`src/rtl/imm_gen_pipe.sv`:
```
// RISC-V immediate generator behind a 2-entry skid buffer (valid/ready on both sides).
// Optional: define IMM_GEN_ILLEGAL_TRAP_EN to latch a sticky error and stall input after an illegal word leaves.
module imm_gen_pipe #(
    parameter int XLEN = 64
) (
    input  logic            clk,
    input  logic            reset,
    input  logic            in_valid,
    output logic            in_ready,
    input  logic [31:0]     in_instr,
    output logic            out_valid,
    input  logic            out_ready,
    output logic [XLEN-1:0] out_imm,
    output logic [2:0]      out_fmt,
    output logic            err_sticky
);

    typedef enum logic [1:0] {EMPTY, BUSY, FULL} state_t;

    localparam logic [2:0] FMT_R   = 3'd0;
    localparam logic [2:0] FMT_I   = 3'd1;
    localparam logic [2:0] FMT_S   = 3'd2;
    localparam logic [2:0] FMT_B   = 3'd3;
    localparam logic [2:0] FMT_U   = 3'd4;
    localparam logic [2:0] FMT_J   = 3'd5;
    localparam logic [2:0] FMT_ILL = 3'd7;

    state_t             state;
    logic               ready_q;
    logic [XLEN-1:0]    main_imm;
    logic [2:0]         main_fmt;
    logic [XLEN-1:0]    skid_imm;
    logic [2:0]         skid_fmt;

    logic               accept;
    logic               drain;
    logic               err_next;
    logic [2:0]         dec_fmt;
    logic signed [31:0] imm32;
    logic [XLEN-1:0]    dec_imm;

    // Every immediate is first built as a signed 32-bit value, then widened by sign extension.
    always_comb begin
        dec_fmt = FMT_ILL;
        imm32   = '0;
        case (in_instr[6:0])
            7'b0000011, 7'b0010011, 7'b0011011, 7'b1100111, 7'b1110011: begin
                dec_fmt = FMT_I;
                imm32   = {{20{in_instr[31]}}, in_instr[31:20]};
            end
            7'b0100011: begin
                dec_fmt = FMT_S;
                imm32   = {{20{in_instr[31]}}, in_instr[31:25], in_instr[11:7]};
            end
            7'b1100011: begin
                dec_fmt = FMT_B;
                imm32   = {{19{in_instr[31]}}, in_instr[31], in_instr[7],
                           in_instr[30:25], in_instr[11:8], 1'b0};
            end
            7'b0110111, 7'b0010111: begin
                dec_fmt = FMT_U;
                imm32   = {in_instr[31:12], 12'b0};
            end
            7'b1101111: begin
                dec_fmt = FMT_J;
                imm32   = {{11{in_instr[31]}}, in_instr[31], in_instr[19:12],
                           in_instr[20], in_instr[30:21], 1'b0};
            end
            7'b0110011, 7'b0111011: begin
                dec_fmt = FMT_R;
            end
            default: begin
                dec_fmt = FMT_ILL;
            end
        endcase
    end

    assign dec_imm = XLEN'(imm32);

    assign accept   = in_valid && in_ready;
    assign drain    = out_valid && out_ready;
    assign in_ready = ready_q && !reset;
    assign out_imm  = main_imm;
    assign out_fmt  = main_fmt;

`ifdef IMM_GEN_ILLEGAL_TRAP_EN
    logic err_q;

    always_ff @(posedge clk or posedge reset) begin
        if (reset) begin
            err_q <= 1'b0;
        end else if (drain && main_fmt == FMT_ILL) begin
            err_q <= 1'b1;
        end
    end

    assign err_next   = err_q || (drain && main_fmt == FMT_ILL);
    assign err_sticky = err_q;
`else
    assign err_next   = 1'b0;
    assign err_sticky = 1'b0;
`endif

    // in_ready is registered from the next state so out_ready never reaches it combinationally.
    always_ff @(posedge clk or posedge reset) begin
        if (reset) begin
            state     <= EMPTY;
            out_valid <= 1'b0;
            ready_q   <= 1'b1;
            main_imm  <= '0;
            main_fmt  <= FMT_R;
            skid_imm  <= '0;
            skid_fmt  <= FMT_R;
        end else begin
            ready_q <= !err_next;
            case (state)
                EMPTY: begin
                    if (accept) begin
                        main_imm  <= dec_imm;
                        main_fmt  <= dec_fmt;
                        out_valid <= 1'b1;
                        state     <= BUSY;
                    end
                end
                BUSY: begin
                    if (accept && !drain) begin
                        skid_imm <= dec_imm;
                        skid_fmt <= dec_fmt;
                        ready_q  <= 1'b0;
                        state    <= FULL;
                    end else if (!accept && drain) begin
                        out_valid <= 1'b0;
                        state     <= EMPTY;
                    end else if (accept && drain) begin
                        main_imm <= dec_imm;
                        main_fmt <= dec_fmt;
                    end
                end
                FULL: begin
                    if (drain) begin
                        main_imm <= skid_imm;
                        main_fmt <= skid_fmt;
                        state    <= BUSY;
                    end else begin
                        ready_q <= 1'b0;
                    end
                end
                default: begin
                    state     <= EMPTY;
                    out_valid <= 1'b0;
                end
            endcase
        end
    end

endmodule

```
`config.mk`:
```
export PLATFORM = sky130hd
export DESIGN_NAME = imm_gen_pipe
export DESIGN_NICKNAME = d
export VERILOG_FILES = /design/src/rtl/imm_gen_pipe.sv
export SDC_FILE = /design/constraint.sdc
export NUM_CORES = 1
export LEC_CHECK = 0
export ABC_AREA = 1
export CORE_MARGIN = 2
export CORE_UTILIZATION = 31
export DETAILED_ROUTE_END_ITERATION = 10
export PLACE_DENSITY = 0.5
export SYNTH_ARGS = -nofsm -noshare
export SYNTH_HDL_FRONTEND = slang
export SYNTH_SLANG_ARGS = --single-unit
```
`constraint.sdc`:
```
create_clock -name clk -period 2.3 [get_ports clk]
set_input_delay 0.23 -clock clk [delete_from_list [all_inputs] [get_ports clk]]
set_output_delay 0.23 -clock clk [all_outputs]
set_load 0.01 [all_outputs]
```
==> results of run 1 <==
## cells in the mapped netlist (2+ instances only)
master / count
nand2_1: 172
nand3_1: 20
nand3_2: 4
a21oi_1: 40
buf_4: 34
o21ai_1: 18
clkbuf_1: 12
nand2_2: 4
nand3b_1: 4
inv_1: 42
buf_2: 5
inv_2: 6
nand2_4: 2
ha_1: 7
o21ai_0: 24
buf_6: 2
nor2_4: 4
a31oi_1: 15
buf_1: 4
nor2_2: 4
nor2_1: 86
dfrtp_1: 73
## stage by stage
stage | setup WS, ps | hold WS, ps | util
floorplan | 190 | 368 | -
global placement | 123 | 462 | 0.391
detailed placement | 62.8 | 465 | 0.391
CTS | 286 | 269 | 0.413
global route | 121 | 284 | 0.413
finish | 322 | 256 | 0.413
## registers in the layout, summed over array words and instances, names as in the netlist
register   cells
state          2
skid_imm      32
ready_q        1
out_valid      1
out_fmt        3
out_imm       32
skid_fmt       3
## worst max-delay path by stage
stage	slack [ps]	to	startpoint	cells past startpoint
detailed placement	60	out_imm[62]	reset	12
floorplan	190	out_fmt[0]	reset	1
global placement	120	out_imm[62]	reset	12
finish	320	out_imm[62]	ready_q	11
CTS	290	out_imm[62]	ready_q	11
global route	120	out_imm[16]	ready_q	11
## layout make-up
class / instances / area share
multi-input cells: 414 / 0.340
clock inverters: 5 / 0.0110
flip-flops and latches: 74 / 0.326
inverters: 48 / 0.0317
repair buffers: 119 / 0.209
clock buffers: 11 / 0.0427
well taps: 180 / 0.0396
## power by group
group	switching, uW	internal [uW]
logic	1660	1670
clock network	582	876
registers	307	1890
total	2550	4440
## layer usage
metal,up-vias,share of wire
li1,1996,-
met1,1763,0.48
met2,118,0.44
met3,14,0.065
met4,0,0.015
met5,-,0
## cell families after synthesis
family	Yosys count
adders and majority gates	7
muxes	1
buffers and inverters	105
DFF	74
AOI/OAI and AO/OA	101
and+or+nand+nor	304
other	1
## placed cells by master, fill, tap and decap left out, types with 3 or more instances in the layout
cell	netlist	routed
a31oi_1	15	15
nor2_2	4	4
o21ai_1	18	18
nand2_1	172	172
a21oi_1	40	40
dfrtp_1	73	73
nand3_1	20	20
nand2_2	4	4
buf_4	34	12
clkdlybuf4s50_1	0	104
buf_12	0	3
nor2_1	86	86
inv_2	6	7
o21ai_0	24	24
nand3_2	4	4
inv_1	42	41
nor2_4	4	4
nand3b_1	4	4
clkbuf_16	0	9
ha_1	7	7
## worst reg2reg max path, cell delays in order, from the launching register on
cell and delay (ps):
dfstp_2 510, inv_1 40, nor2_2 80, nand2_1 110
ha_1 210, nor2_1 150, nand2_1 60, o21ai_1 90
nand3_2 160, buf_12 210, a21oi_1 160, a21oi_1 80
==> metrics, run 1 <==
post-detail-place hpwl 7.97 mm; data arrival time of the worst path approximately 2200 ps; Starting Density 0.314; setup TNS 0 ps; Post-Place Cells roughly 840; clock edge transition at the registers on the reported setup and hold paths 60 ps; area inside the core boundary approximately 0.014 mm2; count of buffering cells on the critical path with inverters included 2; FF-to-FF End out_imm[62]; post-detailed-route wirelength per cell 13.1 um; critical path fanouts, max 35; number of violations of the max-capacitance limit 0; Mean Syn Cell Area ~7.3 um2; Sink Count between 70 and 80; Yosys cell types 33; post-synthesis xor/xnor area fraction 0; floorplan row count between 40 and 50; postcts setup bufs 0; total length of routed wires 11.1 mm; worst-path cell with the longest stage delay dfstp_2; Post-Synthesis Net Count roughly 640; area of all sequential standard cells 0.00185 mm2; number of synthesized flops with an enable pin 0; full die area 0.0149 mm2; ordered list of cells on the worst path inv_1 -> nor2_2 -> nand2_1 -> ha_1 -> nor2_1 -> nand2_1 -> o21ai_1 -> nand3_2 -> buf_12 -> a21oi_1 -> a21oi_1; run status finished, final reports clean; worst hold path class in -> async; setup repair after global routing missed its margin false; vias in the first global route approximately 3700; number of filler instances in the final layout about 1400; total congestion overflow after global routing 0; chip height ~120 um; reg-to-reg critical path startpoint ready_q; number of DRC markers after the initial detailed-route iteration around 260; CTS tree built; CP Data Required Time roughly 2500 ps; horizontal die dimension ~120 um; average vias per placed instance approximately 4.6; global-route wire length before repair between 15 and 20 mm; TritonCTS Buffers 9; Most Used Layer, Global Route met2; most area-hungry cell type in the Yosys netlist dfrtp_1; flip-flop cell with the highest count after synthesis dfrtp_1; Cell Count, Final, Fillers Out around 850; Area Overhead vs Synth 31.4%; Max Clock Skew between 6 and 7 ps; number of buffers between clock root and the deepest sink 2; compound-gate portion of the synthesized area 0.124; share of post-route cells with drive strength above 1 0.0909; Max Clk Rate 506 MHz; share of flip-flops with an asynchronous set or reset 1.00; Area contributors post-synth dfrtp_1 42%, nand2_1 15%, nor2_1 7.5%; synthesized area between 0.004 and 0.005 mm2; Worst Setup Start Kind register; largest vdd supply drop between 0.0006 and 0.0007 V; min Tclk post-route slightly below 2000 ps; critical path's top delay family simple AND/OR/NAND/NOR gates; final setup fails 0; ports placed on the boundary 106; number of warnings issued by yosys 0; share of synthesized area occupied by flip-flops and latches 0.428; post-synthesis mux area share 0.00260; DR vias 3891; largest stage delay on the critical path 510 ps; total design power 6990 uW; share of synthesized cell area in and, or, nand and nor gates 0.298; multi-input gate area in the final layout 0.00193 mm2; final hold violation count 0; Setup Crit Path Kind reg -> reg; maximum level of the CTS H-tree 3; arithmetic-cell share of the synthesized area counting full adders, half adders and majority gates 0.0202; post-cts repair resize count 0; post-synth top area share 0.422; met3 usage in global routing 0.0384; maximum number of pins on one net before global-route repair around 60; Lkg Pwr slightly below 0.003 uW; DRC violations left 0; Worst Reg-to-Reg Cells 11; placed standard-cell area 0.00538 mm2; met2 usage 0.252; CTS Hold Buffers Added 0; clock tree root driver cell clkbuf_16; areal power density over the cells approximately 1200 mW/mm2; final-report max-slew violation count 0; count of nets left with antenna violations after detail routing 0; diode count 0; clock insertion delay at the later pin of the skew report 340 ps; Worst R2R Setup Slack 320 ps; RePlAce Congestion about 0.8; GRT Resource Usage Total 0.159; CP endpoint kind register; GR Util met1 0.215; dominant combinational cell family by area after synthesis simple AND/OR/NAND/NOR gates; buffers added on ports 104; number of storage elements in the synthesis netlist 74; detailed-routing iteration count for the pre-antenna-repair pass 5; number of antenna violations at the first check in global routing 0; period utilisation layout 0.860; final net count 709; final standard cell area without fillers ~0.0057 mm2; number of instances in the synthesized netlist around 600
Power figures use the tool's default switching activity.
==> inputs of run 2 (changes only) <==
--- a/config.mk
+++ b/config.mk
@@ -6,9 +6,10 @@
 export NUM_CORES = 1
 export LEC_CHECK = 0
 export ABC_AREA = 1
-export CORE_MARGIN = 2
+export CORE_MARGIN = 8
 export CORE_UTILIZATION = 31
 export DETAILED_ROUTE_END_ITERATION = 10
+export GPL_TIMING_DRIVEN = 0
 export PLACE_DENSITY = 0.5
 export SYNTH_ARGS = -nofsm -noshare
 export SYNTH_HDL_FRONTEND = slang
==> run 2 against run 1 <==
Register-to-register slack worse by 180 ps. Die area up 21%. Fmax down 8.3%.
==> metrics, run 2 (same netlist as run 1, synthesis figures left out) <==
run status finished, final reports clean (unchanged); Post-Place Cells 878 (was 835); number of buffers between clock root and the deepest sink 2 (unchanged); maximum number of pins on one net before global-route repair 54 (was 61); Slew @ Worst Pin roughly 610 ps; post-detailed-route wirelength per cell 14.9 um (was 13.1 um); DRC violations left 0 (unchanged); worst rel slew slack 0.596; Worst R2R Setup Slack 140 ps (was 320 ps); maximum level of the CTS H-tree 3 (unchanged); clock insertion delay at the later pin of the skew report 340 ps (about the same); beginning of the critical path ready_q (unchanged); count of nets left with antenna violations after detail routing 0 (unchanged); worst setup path end out_imm[6] (was out_imm[62]); area inside the core boundary 0.0138 mm2 (unchanged); horizontal die dimension 134 um (was 122 um); setup repair after global routing missed its margin false (unchanged); ports placed on the boundary 106 (unchanged); final hold violation count 0 (unchanged); met2 usage 0.238 (was 0.252); setup TNS 0 ps (unchanged); average vias per placed instance 4.62 (was 4.57); total length of routed wires 13.4 mm (was 11.1 mm); total congestion overflow after global routing 0 (unchanged); chip height 134 um (was 122 um); Most Used Layer, Global Route met2 (unchanged); floorplan row count 43 (unchanged); post-detail-place hpwl 9.88 mm (was 7.97 mm); detailed-routing iteration count for the pre-antenna-repair pass 4 (was 5); fin util 0.435 (was 0.413); Sink Count 74 (unchanged); number of antenna violations at the first check in global routing 0 (unchanged); largest vdd supply drop 0.000432 V (was 0.000647 V); FF-to-FF End out_imm[6] (was out_imm[62]); GR Util met1 0.193 (was 0.215); RePlAce Congestion 0.866 (was 0.796); Cell Count, Final, Fillers Out 897 (was 851); diode count 0 (unchanged); DR vias 4142 (was 3891); number of violations of the max-capacitance limit 0 (unchanged); min Tclk post-route 2160 ps (was 1980 ps); period utilisation layout 0.937 (was 0.860); buffers added on ports 104 (unchanged); Setup Crit Path Kind reg -> reg (unchanged); most common cell after layout, fill and taps aside nand2_1 (unchanged); reg-to-reg critical path startpoint ready_q (unchanged); Max Clock Skew 8.57 ps (was 6.46 ps); CTS Hold Buffers Added 0 (unchanged); clock edge transition at the registers on the reported setup and hold paths 60 ps (about the same); final net count 755 (was 709); total design power 7600 uW (was 6990 uW); data arrival time of the worst path 2380 ps (was 2200 ps); share of post-route cells with drive strength above 1 0.137 (was 0.0909); Worst Reg-to-Reg Cells 11 (unchanged); clock tree root driver cell clkbuf_16 (unchanged); critical path fanouts, max 10 (was 35); Max Clk Rate 464 MHz (was 506 MHz); areal power density over the cells 1270 mW/mm2 (was 1230 mW/mm2); Worst Setup Start Kind register (unchanged); GRT Resource Usage Total 0.149 (was 0.159); final-report max-slew violation count 0 (unchanged); number of DRC markers after the initial detailed-route iteration 271 (was 258); TritonCTS Buffers 9 (unchanged); worst hold path class in -> async (unchanged); CTS tree built (unchanged); Starting Density 0.314 (unchanged); Lkg Pwr 0.00305 uW (was 0.00288 uW); Area Overhead vs Synth 38.4% (was 31.4%); most used cells in the layout excluding fill and tap cells 171 x nand2_1, 104 x clkdlybuf4s50_1, 86 x nor2_1 (was 172 x nand2_1, 104 x clkdlybuf4s50_1, 86 x nor2_1); met3 usage in global routing 0.0404 (was 0.0384); vias in the first global route 4099 (was 3742); CP Data Required Time 2520 ps (about the same); full die area 0.0180 mm2 (was 0.0149 mm2); CP endpoint kind register (unchanged); final setup fails 0 (unchanged); global-route wire length before repair 21.5 mm (was 18.6 mm)
## run 2: repair_timing
item	CTS	global route
setup endpoints to repair	56	33
pin swaps	0	1
cloned	0	1
buffers inserted	2	0
gates resized for setup	7	10
hold endpoints to repair	0	0
## run 2: metal layers
| layer | vias up | wire length, um |
|---|---|---|
| met3 | 9 | 781 |
| li1 | 2096 | - |
| met1 | 1917 | 6380 |
| met4 | 0 | 149 |
| met5 | - | 0 |
| met2 | 120 | 6070 |
## run 2: area by class of cell
class	instances	area, um2
plain buffers	57	377
clock buffers	14	264
clock inverters	2	35.0
fillers	1437	7780
inverters	48	186
multi-input cells	415	1960
flip-flops and latches	74	1850
well taps	180	225
repair buffers	107	1080
## run 2: worst min-delay path by stage
stage | from | depth (start not counted) | slack (ps) | end
after floorplan | in_instr[31] | 2 | 370 | skid_imm[31]
after detailed placement | out_imm[9] | 2 | 460 | out_imm[9]
after CTS | reset | 2 | 260 | out_valid
after global routing | reset | 2 | 290 | out_valid
after global placement | out_imm[20] | 2 | 460 | out_imm[20]
final | reset | 2 | 250 | out_valid
## run 2: power breakdown
part	leakage [uW]	switching [uW]	internal [uW]
logic	0.00195	1890	2040
clock network	0.000147	534	899
registers	0.000950	345	1890
## run 2: critical path: stages (launching register included)
cell	delay (ps)
dfstp_2	520
inv_1	40
nor2_2	100
nand2_2	110
ha_1	200
nor2_1	150
nand2_1	100
o21ai_2	160
nand3_2	240
clkbuf_2	280
nand2_1	100
nand2_1	60
## run 2: per-stage QoR
step / worst slack [ps] / hold WS, ps / instance area [um2]
5_1_grt: 5.73 / 289 / 5990
4_1_cts: 83.0 / 262 / 5960
6_report: 144 / 254 / 5990
2_1_floorplan: 190 / 368 / 4330
3_3_place_gp: -1310 / 462 / 5590
3_5_place_dp: -389 / 464 / 5620
==> inputs of run 3 (changes only) <==
--- a/config.mk
+++ b/config.mk
@@ -6,11 +6,13 @@
 export NUM_CORES = 1
 export LEC_CHECK = 0
 export ABC_AREA = 1
+export CELL_PAD_IN_SITES_DETAIL_PLACEMENT = 0
+export CELL_PAD_IN_SITES_GLOBAL_PLACEMENT = 1
 export CORE_MARGIN = 8
 export CORE_UTILIZATION = 31
 export DETAILED_ROUTE_END_ITERATION = 10
 export GPL_TIMING_DRIVEN = 0
-export PLACE_DENSITY = 0.5
+export PLACE_DENSITY = 0.68
 export SYNTH_ARGS = -nofsm -noshare
 export SYNTH_HDL_FRONTEND = slang
 export SYNTH_SLANG_ARGS = --single-unit
==> run 3 against run 2 <==
Global-route usage increased by 0.34 points. Worst setup slack improved by 62 ps. Sequential power about the same. Die area unchanged. Via count about the same. Sequential share of layout area decreased by 0.13 points. Non-clock buffer count unchanged. Fmax increased by 3.0%. Register-to-register slack improved by 60 ps. Clock-buffer cell count increased by 1. First-iteration DRC count decreased by 1.5%. Critical path type unchanged. Critical endpoint is now out_imm[12]. Largest power group unchanged. Highest routed layer unchanged.
==> metrics, run 3 (same netlist as run 1, synthesis figures left out) <==
total length of routed wires 13.4 mm (about the same); TritonCTS Buffers 9 (unchanged); GRT Resource Usage Total 0.152 (was 0.149); run status finished, final reports clean (unchanged); worst-path cell with the longest stage delay dfstp_2 (unchanged); period utilisation layout 0.911 (was 0.937); Post-Place Cells 878 (unchanged); DRC violations left 0 (unchanged); final net count 754 (was 755); floorplan row count 43 (unchanged); worst hold path class in -> async (unchanged); Slew @ Worst Pin 619 ps (was 606 ps); data arrival time of the worst path 2370 ps (was 2380 ps); setup repair after global routing missed its margin false (unchanged); CP endpoint kind register (unchanged); critical path fanouts, max 10 (unchanged); CTS Hold Buffers Added 0 (unchanged); RePlAce Congestion 0.828 (was 0.866); clock edge transition at the registers on the reported setup and hold paths 60 ps (about the same); largest vdd supply drop 0.000410 V (was 0.000432 V); final-report max-slew violation count 0 (unchanged); clock insertion delay at the later pin of the skew report 330 ps (was 340 ps); placed standard-cell area 0.00562 mm2 (unchanged); share of post-route cells with drive strength above 1 0.137 (about the same); critical path's top delay family simple AND/OR/NAND/NOR gates (unchanged); most used cells in the layout excluding fill and tap cells 170 x nand2_1, 104 x clkdlybuf4s50_1, 86 x nor2_1 (was 171 x nand2_1, 104 x clkdlybuf4s50_1, 86 x nor2_1); largest stage delay on the critical path 510 ps (was 520 ps); final hold violation count 0 (unchanged); beginning of the critical path ready_q (unchanged); Max Clock Skew 6.30 ps (was 8.57 ps); Sink Count 74 (unchanged); DR vias 4141 (was 4142); Cell Count, Final, Fillers Out 896 (was 897); Max Clk Rate 477 MHz (was 464 MHz); diode count 0 (unchanged); area inside the core boundary 0.0138 mm2 (unchanged); fin util 0.437 (was 0.435); Worst Setup Start Kind register (unchanged); detailed-routing iteration count for the pre-antenna-repair pass 5 (was 4); Starting Density 0.314 (unchanged); CTS tree built (unchanged); average vias per placed instance 4.62 (about the same); final setup fails 0 (unchanged); count of nets left with antenna violations after detail routing 0 (unchanged); count of buffering cells on the critical path with inverters included 2 (unchanged); number of antenna violations at the first check in global routing 0 (unchanged); maximum number of pins on one net before global-route repair 69 (was 54); Setup Crit Path Kind reg -> reg (unchanged); worst rel slew slack 0.586 (was 0.596); number of buffers between clock root and the deepest sink 2 (unchanged); post-detailed-route wirelength per cell 15.0 um (was 14.9 um); Lkg Pwr 0.00306 uW (was 0.00305 uW); reg-to-reg critical path startpoint ready_q (unchanged); most common cell after layout, fill and taps aside nand2_1 (unchanged); vias in the first global route 4033 (was 4099); post-detail-place hpwl 10.2 mm (was 9.88 mm); setup TNS 0 ps (unchanged); clock tree root driver cell clkbuf_16 (unchanged); number of DRC markers after the initial detailed-route iteration 267 (was 271); min Tclk post-route 2090 ps (was 2160 ps); chip height 134 um (unchanged); buffers added on ports 104 (unchanged); ordered list of cells on the worst path inv_1 -> nor2_2 -> nand2_2 -> ha_1 -> nor2_1 -> nand2_1 -> o21ai_1 -> nand3_4 -> buf_4 -> a21oi_1 -> o21ai_1 -> nand2_1 (was inv_1 -> nor2_2 -> nand2_2 -> ha_1 -> nor2_1 -> nand2_1 -> o21ai_2 -> nand3_2 -> clkbuf_2 -> nand2_1 -> nand2_1); number of filler instances in the final layout 1421 (was 1437); horizontal die dimension 134 um (unchanged); Area Overhead vs Synth 38.9% (was 38.4%); total design power 7670 uW (was 7600 uW); final standard cell area without fillers 0.00601 mm2 (was 0.00599 mm2); full die area 0.0180 mm2 (unchanged); total congestion overflow after global routing 0 (unchanged); areal power density over the cells 1280 mW/mm2 (was 1270 mW/mm2); maximum level of the CTS H-tree 3 (unchanged); ports placed on the boundary 106 (unchanged); CP Data Required Time 2570 ps (was 2520 ps); number of violations of the max-capacitance limit 0 (unchanged); global-route wire length before repair 21.7 mm (was 21.5 mm)
==> run 3: what timing repair did <==
item,4_1_cts,5_1_grt
resized for setup,8,12
pin swaps,0,1
setup buffers,1,1
setup endpoints to repair,53,43
==> run 3: final cells by class <==
class | instances | area, um2 | area share
Sequential cell | 74 | 1850 | 0.308
Timing Repair Buffer | 107 | 1100 | 0.182
Clock buffer | 15 | 288 | 0.0479
Multi-Input combinational cell | 414 | 1950 | 0.325
Clock inverter | 1 | 30.0 | 0.00499
Inverter | 48 | 189 | 0.0314
Buffer | 57 | 379 | 0.0630
Tap cell | 180 | 225 | 0.0375
==> run 3: worst paths after layout <==
path / endpoint / slack (ps) / cells past startpoint
min in group clk: out_imm[28] / 470 / 2
worst min-delay path: out_imm[4] / 170 / 2
worst max register to register: out_imm[12] / 210 / 12
worst max-delay path: out_imm[12] / 210 / 12
max in group asynchronous: skid_imm[10] / 1550 / 3
worst min register to register: out_imm[28] / 470 / 2
==> run 3: per-layer routing <==
layer / vias to the layer above / routed length, um / track usage
met5: - / 0 / 0
li1: 2089 / - / -
met4: 0 / 274 / 0.0593
met3: 19 / 749 / 0.0325
met1: 1916 / 6170 / 0.195
met2: 117 / 6250 / 0.245
==> run 3: power by group <==
| part | internal, uW | total [uW] | switching [uW] |
|---|---|---|---|
| clock | 961 | 1500 | 544 |
| combinational | 2070 | 3920 | 1850 |
| sequential | 1890 | 2250 | 356 |
| total | 4920 | 7670 | 2750 |
==> run 3: metrics by stage <==
stage | setup slack [ps] | hold slack [ps]
CTS | 72.4 | 174
finish | 206 | 174
global route | 10.3 | 198
floorplan | 190 | 368
detailed placement | -496 | 464
global placement | -1320 | 461
==> run 3: worst reg2reg max path, stage by stage (launching register included) <==
cell and delay (ps):
dfstp_2 510, inv_1 40, nor2_2 100, nand2_2 110
ha_1 200, nor2_1 130, nand2_1 60, o21ai_1 130
nand3_4 210, buf_4 240, a21oi_1 130, o21ai_1 100
nand2_1 80
==> variant: new RTL, settings of run 1 <==
The 3 states of `state_t` get a one-hot encoding in 3 bits.
--- a/src/rtl/imm_gen_pipe.sv
+++ b/src/rtl/imm_gen_pipe.sv
@@ -17,3 +17,3 @@
 
-    typedef enum logic [1:0] {EMPTY, BUSY, FULL} state_t;
+    typedef enum logic [2:0] {EMPTY = 3'b001, BUSY = 3'b010, FULL = 3'b100} state_t;
 
Function: no difference found for any inputs over 4 cycles, from zero or initial values and one cycle with reset high; so few cycles prove little.
==> variant against run 1 <==
First-iteration DRC count shrank 4.3%; synthesized area grew 0.43%; setup slack gained 0.076 ns; via count grew 3.1%; power shrank 8.4%; core utilization grew 0.22 points; clock skew shrank 0.00085 ns; sequential cell count grew 1; cell area grew 0.53%; routed wire length grew 3.0%; sequential share of layout area grew 0.29 points; critical endpoint is now out_imm[11].
==> variant: results (changes against run 1) <==
status completed; vias per cell 4.685 (+2.5%); dpl cells 840 (+0.60%); CP max FO 49 (+40%); Adder-Cell Fraction of Synth Area 0.008636 (-0.01160); compound-gate portion of the synthesized area 0.08434 (-0.03997); internal power 4.125 mW (-7.1%); Clock Skews 0.005611 ns (-0.0008451 ns); R2R setup slack 0.40 ns (+0.08 ns); hpwl dp 8012 um (+0.47%); Max VDD drop 0.5340 mV (-17%); post-synthesis mux area share 0 (-0.002602); most common cell in the synthesized netlist nand2_1; post-CTS sizing 0 (unchanged); Final nets 710 (+0.14%); share of the yosys chip area belonging to registers 0.4324 (+0.004196); initial drt markers 247 (-4.3%); GP Congestion 0.8979 (+13%); largest net degree at the start of global routing 76 (+25%); Synth area leaders dfrtp_1 (42%), nand2_1 (14%), nor2_1 (12%); first-pass GRT wire length 18,720 um (+0.63%); leakage power 2.915 nW (+1.1%); Post-Syn Nets 642 (+0.94%); worst endpoint data arrival time 2.18 ns (-0.02 ns); layout cell share with drive strength beyond 1 0.07988 (-0.01103); total routed wirelength 11,460 um (+3.0%); top cells by count, synth nand2_1 (157), nor2_1 (134), dfrtp_1 (73); library cells used by synthesis 28 (-15%); vias in the first global route 3,743 (+0.027%); synthesized area per cell 7.208 um2 (-1.2%); Yosys top cell area share 0.4203 (-0.001822); CP max-delay cell dfstp_2; worst r2r dst out_imm[11]; GR Util All Layers 0.1591 (about the same); reg2reg path depth 12 (+1)
-- variant: cell count changes in the layout (fill, tap and decap cells not counted), sizes merged, moves of 4 or more --
cell,run 1,this run
a21oi,41,17
a31oi,15,34
inv,49,37
nand2,178,162
o21ai,43,11
ha,7,3
nand3b,4,0
nor2,94,141
nand3,25,56
-- variant: cell families (layout without fill, tap and decap cells) --
group	after synthesis	in the layout
AO/OA/AOI/OAI	63	63
adder cells (fa/ha/maj)	3	3
buffers and inverters	98	171
flip-flops	75	75
other	1	1
AND/OR/NAND/NOR	363	363
-- variant: power groups by stage --
stage | clock network [mW] | registers, mW | logic [mW]
2_1_floorplan | 0 | 2.25 | 1.67
3_3_place_gp | 0 | 2.18 | 2.67
3_5_place_dp | 0 | 2.19 | 2.70
4_1_cts | 1.60 | 2.17 | 2.71
5_1_grt | 1.68 | 2.24 | 3.01
6_report | 1.56 | 2.17 | 2.68
-- variant: metrics by stage --
stage / instance area [um2] / setup slack (ns) / hold WS (ns)
CTS: 5717 / 0.3560 / 0.3830
detailed placement: 5389 / 0.1769 / 0.4690
finish: 5717 / 0.3979 / 0.3522
floorplan: 4347 / 0.1633 / 0.3962
global placement: 5389 / 0.2089 / 0.4689
global route: 5717 / 0.1224 / 0.4142
-- variant: how the worst max path moves through the flow --
stage                 start     endpoint  slack [ns]  depth (start not counted)
floorplan             reset   out_fmt[0]        0.16                          1
global placement      reset  out_imm[11]        0.21                         12
detailed placement    reset  out_imm[11]        0.18                         12
CTS                 ready_q  out_imm[11]        0.36                         12
global route        ready_q   out_imm[9]        0.12                         12
finish              ready_q  out_imm[11]        0.40                         12
-- variant: layer usage --
metal	track usage	routed length [um]
met1	0.2201	5559
met2	0.2503	5099
met3	0.02835	589
met4	0.05532	215
met5	0	0
-- variant: layout make-up --
cell class / count / area, um2
clock buffers: 11 / 242.7
flip-flops and latches: 75 / 1879
clock inverters: 5 / 85.08
inverters: 36 / 135.1
multi-input cells: 430 / 1908
fillers: 1460 / 8056
repair buffers: 119 / 1241
well taps: 180 / 225.2
-- variant: tightest hold or removal path, delay by kind of cell --
family / cells / cell delay [ns]
buffers and inverters: 3 / 0.87
